`src/rtl/mmu_task_loader.sv`:
```
// Bus initiator that saves the active MMU task, programs one DAT task's page
// entries (optionally verifying them), then restores/activates a task.
module mmu_task_loader #(
  parameter int NUM_PAGES   = 8,
  parameter int GNT_TIMEOUT = 255
) (
  input  logic        e,
  input  logic        _reset,
  input  logic        start,
  input  logic [11:0] task_num,
  input  logic [7:0]  base_bank,
  input  logic [7:0]  attr,
  input  logic        ext_mode,
  input  logic        verify,
  input  logic        activate,
  input  logic        enable_mmu,
  input  logic        crm_on,
  output logic        busy,
  output logic        done,
  output logic        error,
  output logic        bus_req,
  input  logic        bus_gnt,
  output logic [15:0] address_out,
  output logic [7:0]  data_out,
  output logic        data_oe,
  output logic        r_w_out,
  input  logic [7:0]  data_in
);

  localparam int IW = $clog2(2 * NUM_PAGES);
  localparam int TW = $clog2(GNT_TIMEOUT + 1);

  typedef enum logic [3:0] {
    S_IDLE, S_REQ, S_SAV_LO, S_SAV_HI, S_SEL_LO, S_SEL_HI,
    S_WR, S_RD, S_RST_LO, S_RST_HI, S_ENA, S_FIN
  } state_e;

  state_e        state_q, state_d;
  logic [IW-1:0] idx_q, idx_d;
  logic [TW-1:0] tmo_q, tmo_d;
  logic          active_q, active_d;
  logic          busy_q, busy_d, done_q, done_d, error_q, error_d;
  logic          bus_req_q, bus_req_d, data_oe_q, data_oe_d, r_w_q, r_w_d;
  logic [15:0]   addr_q, addr_d;
  logic [7:0]    dout_q, dout_d;
  logic [11:0]   task_q, task_d;
  logic [7:0]    base_q, base_d, attr_q, attr_d;
  logic          ext_q, ext_d, verify_q, verify_d, act_q, act_d;
  logic          ena_q, ena_d, crm_q, crm_d;
  logic [4:0]    save_lo_q, save_lo_d;
  logic [6:0]    save_hi_q, save_hi_d;

  logic [IW-1:0] last_idx;
  logic [4:0]    rst_lo;
  logic [6:0]    rst_hi;

  // Ext mode interleaves attribute byte (even index) and bank (odd index).
  function automatic logic [7:0] entry_val(input logic [IW-1:0] i, input logic ext,
                                           input logic [7:0] base, input logic [7:0] at);
    if (ext) return i[0] ? base + 8'(i >> 1) : at;
    return base + 8'(i);
  endfunction

  assign last_idx = ext_q ? IW'(2 * NUM_PAGES - 1) : IW'(NUM_PAGES - 1);
  assign rst_lo   = act_q ? task_q[4:0]  : save_lo_q;
  assign rst_hi   = act_q ? task_q[11:5] : save_hi_q;

  // active_q means the bus op for (state_q, idx_q) is on the bus this cycle;
  // it completes at the next edge regardless of grant, then the next op waits for grant.
  // NOTE: every variable assigned in an always_comb gets a default first so no latch is inferred.
  always_comb begin
    state_d   = state_q;
    idx_d     = idx_q;
    tmo_d     = tmo_q;
    error_d   = error_q;
    task_d    = task_q;
    base_d    = base_q;
    attr_d    = attr_q;
    ext_d     = ext_q;
    verify_d  = verify_q;
    act_d     = act_q;
    ena_d     = ena_q;
    crm_d     = crm_q;
    save_lo_d = save_lo_q;
    save_hi_d = save_hi_q;

    case (state_q)
      S_IDLE: begin
        if (start) begin
          task_d   = task_num;
          base_d   = base_bank;
          attr_d   = attr;
          ext_d    = ext_mode;
          verify_d = verify;
          act_d    = activate;
          ena_d    = enable_mmu;
          crm_d    = crm_on;
          error_d  = 1'b0;
          tmo_d    = '0;
          idx_d    = '0;
          state_d  = S_REQ;
        end
      end
      S_REQ: begin
        if (bus_gnt) begin
          state_d = S_SAV_LO;
        end else if (tmo_q == TW'(GNT_TIMEOUT)) begin
          state_d = S_FIN;
          error_d = 1'b1;
        end else begin
          tmo_d = tmo_q + 1'b1;
        end
      end
      S_FIN: state_d = S_IDLE;
      default: begin
        if (active_q) begin
          case (state_q)
            S_SAV_LO: begin
              save_lo_d = data_in[4:0];
              state_d   = S_SAV_HI;
            end
            S_SAV_HI: begin
              save_hi_d = data_in[6:0];
              state_d   = S_SEL_LO;
            end
            S_SEL_LO: state_d = S_SEL_HI;
            S_SEL_HI: begin
              idx_d   = '0;
              state_d = S_WR;
            end
            S_WR, S_RD: begin
              if (state_q == S_RD && data_in != entry_val(idx_q, ext_q, base_q, attr_q))
                error_d = 1'b1;
              if (idx_q == last_idx) begin
                idx_d   = '0;
                state_d = (state_q == S_WR && verify_q) ? S_RD : S_RST_LO;
              end else begin
                idx_d = idx_q + 1'b1;
              end
            end
            S_RST_LO: state_d = S_RST_HI;
            S_RST_HI: state_d = ena_q ? S_ENA : S_FIN;
            S_ENA:    state_d = S_FIN;
            default:  state_d = S_IDLE;
          endcase
        end
      end
    endcase

    busy_d    = !(state_d inside {S_IDLE, S_FIN});
    bus_req_d = busy_d;
    done_d    = (state_d == S_FIN);
  end

  // Bus op issue: registered outputs for the op the next cycle will carry.
  always_comb begin
    active_d  = 1'b0;
    addr_d    = 16'h0000;
    dout_d    = 8'h00;
    r_w_d     = 1'b1;
    data_oe_d = 1'b0;
    if (bus_gnt && state_d inside {S_SAV_LO, S_SAV_HI, S_SEL_LO, S_SEL_HI,
                                   S_WR, S_RD, S_RST_LO, S_RST_HI, S_ENA}) begin
      active_d  = 1'b1;
      r_w_d     = 1'b0;
      data_oe_d = 1'b1;
      case (state_d)
        S_SAV_LO: addr_d = 16'hFF91;
        S_SAV_HI: addr_d = 16'hFF97;
        S_SEL_LO: begin
          addr_d = 16'hFF91;
          dout_d = {1'b1, ext_q, 1'b0, task_q[4:0]};
        end
        S_SEL_HI: begin
          addr_d = 16'hFF97;
          dout_d = {1'b0, task_q[11:5]};
        end
        S_WR, S_RD: begin
          addr_d = 16'hFFA0 + 16'(idx_d);
          dout_d = (state_d == S_WR) ? entry_val(idx_d, ext_q, base_q, attr_q) : 8'h00;
        end
        S_RST_LO: begin
          addr_d = 16'hFF91;
          dout_d = {3'b000, rst_lo};
        end
        S_RST_HI: begin
          addr_d = 16'hFF97;
          dout_d = {1'b0, rst_hi};
        end
        S_ENA: begin
          addr_d = 16'hFF90;
          dout_d = {1'b0, 1'b1, 2'b00, crm_q, 3'b000};
        end
        default: addr_d = 16'h0000;
      endcase
      if (state_d inside {S_SAV_LO, S_SAV_HI, S_RD}) begin
        r_w_d     = 1'b1;
        data_oe_d = 1'b0;
      end
    end
  end

  // NOTE: sequential state uses non-blocking assignments only; reset is synchronous.
  always_ff @(posedge e) begin
    if (!_reset) begin
      state_q   <= S_IDLE;
      idx_q     <= '0;
      tmo_q     <= '0;
      active_q  <= 1'b0;
      busy_q    <= 1'b0;
      done_q    <= 1'b0;
      error_q   <= 1'b0;
      bus_req_q <= 1'b0;
      data_oe_q <= 1'b0;
      r_w_q     <= 1'b1;
      addr_q    <= 16'h0000;
      dout_q    <= 8'h00;
      task_q    <= '0;
      base_q    <= '0;
      attr_q    <= '0;
      ext_q     <= 1'b0;
      verify_q  <= 1'b0;
      act_q     <= 1'b0;
      ena_q     <= 1'b0;
      crm_q     <= 1'b0;
      save_lo_q <= '0;
      save_hi_q <= '0;
    end else begin
      state_q   <= state_d;
      idx_q     <= idx_d;
      tmo_q     <= tmo_d;
      active_q  <= active_d;
      busy_q    <= busy_d;
      done_q    <= done_d;
      error_q   <= error_d;
      bus_req_q <= bus_req_d;
      data_oe_q <= data_oe_d;
      r_w_q     <= r_w_d;
      addr_q    <= addr_d;
      dout_q    <= dout_d;
      task_q    <= task_d;
      base_q    <= base_d;
      attr_q    <= attr_d;
      ext_q     <= ext_d;
      verify_q  <= verify_d;
      act_q     <= act_d;
      ena_q     <= ena_d;
      crm_q     <= crm_d;
      save_lo_q <= save_lo_d;
      save_hi_q <= save_hi_d;
    end
  end

  assign busy        = busy_q;
  assign done        = done_q;
  assign error       = error_q;
  assign bus_req     = bus_req_q;
  assign address_out = addr_q;
  assign data_out    = dout_q;
  assign data_oe     = data_oe_q;
  assign r_w_out     = r_w_q;

endmodule

```
`config.mk`:
```
export PLATFORM = sky130hd
export DESIGN_NAME = mmu_task_loader
export DESIGN_NICKNAME = d
export VERILOG_FILES = /design/src/rtl/mmu_task_loader.sv
export SDC_FILE = /design/constraint.sdc
export NUM_CORES = 1
export LEC_CHECK = 0
export CAP_MARGIN = 10
export CORE_MARGIN = 2
export CORE_UTILIZATION = 35
export DETAILED_ROUTE_END_ITERATION = 16
export HOLD_SLACK_MARGIN = 0.02
export SYNTH_ARGS = -nofsm -noshare
export SYNTH_HDL_FRONTEND = slang
export SYNTH_SLANG_ARGS = --single-unit
```
`constraint.sdc`:
```
create_clock -name e -period 2.81 [get_ports e]
set_input_delay 0.562 -clock e [delete_from_list [all_inputs] [get_ports e]]
set_output_delay 0.562 -clock e [all_outputs]
set_load 0.01 [all_outputs]
```
## Word-level counts from Yosys, hierarchy flattened

Index checks and enable logic that the tools add are counted.

| storage, ports and cells | value |
|---|---|
| flip-flop bits (word level) | 91 |
| logic and storage cells | 132 |
| output and inout bits | 30 |
| input bits | 45 |

| cells by class | value |
|---|---|
| muxes and demuxes | 49 |
| reduce and logical (&&, ||, !) cells | 25 |
| eq/ne operators | 28 |
| bitwise operators | 2 |
| add/subtract/negate cells | 7 |

Operators by type and width:

| cell | count |
|---|---|
| 2-to-1 mux 8 bit | 13 |
| case mux 16 bit (4 select lines) | 1 |
| case mux 8 bit (6 select lines) | 1 |
| 2-to-1 mux 4 bit | 10 |
| == test 4 x 3 -> 1 bit, second input constant | 8 |
| == test 4 bit, second input constant | 8 |
| case mux 4 bit (8 select lines) | 1 |
| adder 8 x 3 -> 8 bit | 2 |
| adder 8 x 4 -> 8 bit | 2 |
| == test 4 x 2 -> 1 bit, second input constant | 4 |
| 2-to-1 mux 1 bit | 16 |
| case mux 4 bit (2 select lines) | 2 |
| case mux 8 bit (2 select lines) | 1 |
| case mux 4 bit (3 select lines) | 1 |
| nonzero test 3 bit | 4 |
| adder 8 x 5 -> 9 bit, first input constant | 1 |
| nonzero test 9 bit | 1 |
| OR reduction 3 bit | 3 |
| adder 8 x 1 -> 8 bit, second input constant | 1 |
| == test 8 bit, second input constant | 1 |
| logical NOT 4 bit | 2 |
| inequality test 2 bit, second input constant | 4 |
| inequality test 8 bit | 1 |
| 2-to-1 mux 7 bit | 1 |
| other kinds (14) | 22 |

## Depth between registers and ports, before layout

| logic depth | value |
|---|---|
| word-level depth | 15 |
| gate-level depth with buffers | 16 |
| depth with buffers taken out | 14 |

## Least setup slack after synthesis

OpenSTA, ideal clock, no wires.

| path | value |
|---|---|
| kind | reg2reg |
| start | register idx_q[0] |
| end | register dout_q[4] (netlist: data_out[4]) |
| required time | 2679 ps |
| stages on the path, launching flop included | 14 |
| slack | -223 ps |
| arrival | 2902 ps |
| cells stage by stage | dfxtp_1 > clkbuf_1 > clkbuf_1 > clkbuf_1 > a41oi_1 > a211oi_1 > ha_1 > nor2b_1 > o21ai_0 > xnor2_1 > mux2i_1 > mux2i_1 > a211oi_2 > a31oi_1 |

| on the way | value |
|---|---|
| longest elaborated chain between the ends | 11 |
| elaborated cells between the ends (all ways) | 31 |

RTL lines:

| what | RTL line | RTL |
|---|---|---|
| start: declaration | 39 | `logic [IW-1:0] idx_q, idx_d;` |
| start signal: assignment | 230 | `idx_q <= idx_d;` |
| adder 4 x 1 -> 4 bit / == test 4 bit (equally long branches) | 138, 134 |  |
| 2-to-1 mux 4 bit * | 134 | `if (idx_q == last_idx) begin` |
| case mux 4 bit (2 select lines) * | 117 | `case (state_q)` |
| 2-to-1 mux 4 bit * | 116 | `if (active_q) begin` |
| case mux 4 bit (2 select lines) * | 87 | `case (state_q)` |
| via idx_d[3] | 39 |  |
| adder 8 x 3 -> 8 bit | 60 | `if (ext) return i[0] ? base + 8'(i >> 1) : at;` |
| 2-to-1 mux 8 bit (2 in a row) | 60 |  |
| 2-to-1 mux 8 bit * | 61 | `return base + 8'(i);` |
| 2-to-1 mux 8 bit * | 180 | `dout_d = (state_d == S_WR) ? entry_val(idx_d, ext_q, base_q, attr_q) : 8'h00;` |
| case mux 8 bit (6 select lines) * | 167 | `case (state_d)` |
| end signal: assignment | 240 | `dout_q <= dout_d;` |
| end: declaration | 45 | `logic [7:0] dout_q, dout_d;` |

The timed path passes the listed nets; every way through them passes the cells marked *. The select of a mux whose other input is x is not followed.
A chain may end at the register's enable or synchronous reset.

## Final worst setup path

| path | value |
|---|---|
| start | register state_q[3] |
| end | register dout_q[7] (netlist: data_out[7]) |

| on the way | value |
|---|---|
| longest elaborated chain between the ends | 11 |
| elaborated cells between the ends (all ways) | 46 |

RTL lines:

| what | RTL line | RTL |
|---|---|---|
| start: declaration | 38 | `state_e state_q, state_d;` |
| start signal: assignment | 229 | `state_q <= state_d;` |
| == test 4 x 3 -> 1 bit | 117 |  |
| OR reduction 2 bit | 117 |  |
| case mux 4 bit (2 select lines) | 117 |  |
| 2-to-1 mux 4 bit | 116 |  |
| case mux 4 bit (2 select lines) * | 87 |  |
| via idx_d[3] | 39 |  |
| adder 8 x 3 -> 8 bit | 60 |  |
| 2-to-1 mux 8 bit (2 in a row) | 60 |  |
| 2-to-1 mux 8 bit * | 61 |  |
| 2-to-1 mux 8 bit * | 180 |  |
| case mux 8 bit (6 select lines) * | 167 |  |

Marks and branches as above.

==> impl_metrics.toml <==
[run_status]
status = "finished, final reports clean"

[placed_design]
pre_cts_ws_ns = -0.349
place_congestion = 0.887
hpwl_um = 12800
io_buffers = 73
dp.cells = 910

[logic_synthesis]
syn-num-nets = 705
async_flop_share = 0
synthXorXnorAreaFrac = 0.0687
synth_top_family_by_area = "simple AND/OR/NAND/NOR gates"
syn_avg_cell_area_sq_um = 8.26
synth-simple-area-share = 0.238
ys_ff_latch = 82
ys_warn_count = 0
synth_compound_area_frac = 0.205
ys_seq_area_frac = 0.311
ys.flop_type = "dfxtp_1"
synth_fa_ha_area_frac = 0.0530
syn_area_sq_um = 5290
synth_edf_count = 0
synthMuxAreaShare = 0.0537
ys_types = 73
synthCells = 640

[cts]
cts_tree = "yes"
cts_buffer_depth = 2
htree_levels = 3
numCtsBuffers = 9
clockRootBuffer = "clkbuf_16"
cts.clk_slew.worst_paths_ns = 0.07
numClockSinks = 82
insertion_delay_ns = 0.35

[power]
switching_share = 0.313
p_leak_uw = 0.00252
comb_power_share = 0.232
power.switching_uw = 988
vdd_drop_max_mv = 0.305
p_int_uw = 2170
power.density_nw_per_um2 = 447
p_clk_frac = 0.362
seqPwrFrac = 0.405

[sta]
hold_ws_ns = 0.464
final_max_slew_viol_count = 0
setup_viol_count_final = 0
fin_skew_ns = 0.00794
maxSlewHeadroom = 0.650
hold_violations = 0
period_needed_ns = 2.76
worst_slew_pin_slew_ns = 0.526
setup_ws_ns = 0.0529
timing.fmax_mhz = 363
fin_crit_sh = 0.981
rsz0062_at_grt = "true"

[die]
die_area_sq_um = 16100
start_util = 0.361
row_count = 44
io_pins = 75
coreArea_sq_um = 14600
dieWidth_um = 127
die_h_um = 127

[cells_and_area]
multi_input_area_sq_um = 3520
register_area_sq_um = 1650
antenna_cells = 0
fin_cells = 931
syn2layout_area_growth_pct = 33.7
final_nets = 807
finalCoreUtilization = 0.482
fillers = 1398
drive_gt1_frac = 0.203

[route]
vias = 5045
drt_wl_total_um = 16900
viasPerCell = 5.42
drc_errors = 0
ant_nets = 0
drtPass1Iterations = 4
drtIter0Drc = 417
wire_per_inst_um = 18.2

[critical_path]
cp-end-kind = "register"
crit_fanout = 5
cp-start-kind = "register"
cp.arrival_ns = 2.98
critPathRequiredTime_ns = 3.03
worst-r2r-setup-slack_ns = 0.05
critical_path_class = "reg -> reg"

[global_routing]
grt_start_max_net_pins = 37
grt_pass1_vias = 4883
antenna_found_initial = 0
globalRoute.totalOverflow = 0
grt_pass1_wl_um = 26400
track_usage = 0.211

[min_path]
min_path_type = "reg -> reg"

[flow_run]
cap_viol_max_count = 0
==> layout by cell type (no fill, tap or decap), types with 4 or more instances in the layout <==
cell,n
a211oi_1,5
a211oi_2,4
a21boi_0,35
a21oi_1,21
a31oi_1,14
and2_1,10
and3_1,4
and4b_1,4
buf_4,68
clkbuf_16,9
clkdlybuf4s50_1,73
dfxtp_1,79
ha_1,10
inv_1,26
mux2i_1,25
nand2_1,90
nand2b_1,7
nand3_1,12
nor2_1,25
nor2_2,4
nor2b_1,21
nor3_1,7
nor4_1,8
o211ai_1,7
o21a_1,4
o21ai_0,19
xnor2_1,19
xor2_1,18
==> power by group through the flow <==
stage	clock [uW]	combinational (uW)	sequential (uW)
CTS	1180	707	1280
detailed placement	0	697	1310
global route	1210	803	1290
floorplan	0	424	1280
global placement	0	689	1300
finish	1140	734	1280
==> stage by stage <==
stage / setup TNS (ns) / area (sq um) / power [uW]
after floorplan: 0 / 5330 / 1710
after global placement: -1.56 / 6530 / 1990
after detailed placement: -2.01 / 6530 / 2000
after CTS: 0 / 6830 / 3170
after global routing: -0.191 / 7060 / 3300
final: 0 / 7060 / 3160
==> Yosys cell counts (3+ instances only) <==
cell type,number,area (sq um)
fa_1,4,80.1
buf_4,12,90.1
nand4_1,3,18.8
nor2b_1,24,150
a32oi_1,4,35.0
xnor2_1,19,166
nand2_1,90,338
a22oi_1,5,37.5
a41oi_1,3,26.3
nor4_1,8,50.1
a21boi_0,35,263
nand3b_1,3,22.5
xor2_1,18,158
clkbuf_1,31,116
a31oi_1,15,93.8
and3_1,5,31.3
o2111ai_1,3,26.3
o21a_1,4,30.0
o211ai_1,7,52.6
a211oi_1,9,67.6
buf_6,3,33.8
o21ai_0,22,110
nor3b_1,3,22.5
mux2i_1,25,250
or3_1,5,31.3
and4b_1,4,40.0
and2_1,11,68.8
buf_2,5,25.0
nor3_1,9,45.0
a21oi_1,23,115
inv_1,27,101
dfxtp_1,82,1640
nor4b_1,3,26.3
mux2_2,3,33.8
nand3_1,13,65.1
nor2_1,29,109
ha_1,16,200
nand2b_1,9,56.3
==> worst paths after layout <==
check                 to       start  cells past startpoint
max reg2reg  data_out[7]  state_q[3]                     12
min            task_q[6]   task_q[6]                      2
min reg2reg    task_q[6]   task_q[6]                      2
max          data_out[7]  state_q[3]                     12
==> flip-flops by register name (all words and copies together), names as in the netlist, 4 cells and up <==
signal and count:
save_hi_q 7, idx_q 4, tmo_q 8, attr_q 8, state_q 4, save_lo_q 5
address_out 7, task_q 12, data_out 8, base_q 8
==> cell type report <==
class                           instances  area share
Clock buffer                           10      0.0324
Inverter                               27      0.0143
Multi-Input combinational cell        478       0.498
Sequential cell                        82       0.234
Tap cell                              184      0.0326
Clock inverter                          6     0.00708
Timing Repair Buffer                  144       0.182
==> worst max-delay path, stage by stage, from the launching register on <==
cell and delay, ns:
dfxtp_4 0.37, nand2b_4 0.14, or3_4 0.44, a31oi_4 0.18, a211oi_2 0.11, buf_4 0.17
ha_4 0.28, nand3_2 0.08, o211ai_1 0.30, nand3_1 0.14, xnor2_1 0.15, o211ai_1 0.19
a21oi_1 0.08
==> timing repair <==
item	4_1_cts	5_1_grt
setup endpoints to repair	3	16
buffers inserted	0	5
gates resized for setup	6	43
pin swaps	1	21
hold buffers	0	0
==> cell families (layout without fill, tap and decap cells) <==
group / after synthesis / after routing
AND/OR/NAND/NOR: 236 / 236
AO/OA/AOI/OAI: 154 / 154
flip-flops: 82 / 82
buffers and inverters: 80 / 187
XOR/XNOR: 39 / 39
multiplexers: 28 / 28
adder cells (fa/ha/maj): 20 / 20
other: 1 / 1
==> layer usage <==
layer / vias up / track usage / part of all wire
li1: 2437 / - / -
met1: 2427 / 0.281 / 0.46
met2: 155 / 0.345 / 0.47
met3: 26 / 0.0502 / 0.054
met4: 0 / 0.0537 / 0.018
met5: - / 0 / 0
No activity file was read; power rests on OpenSTA's default activity.
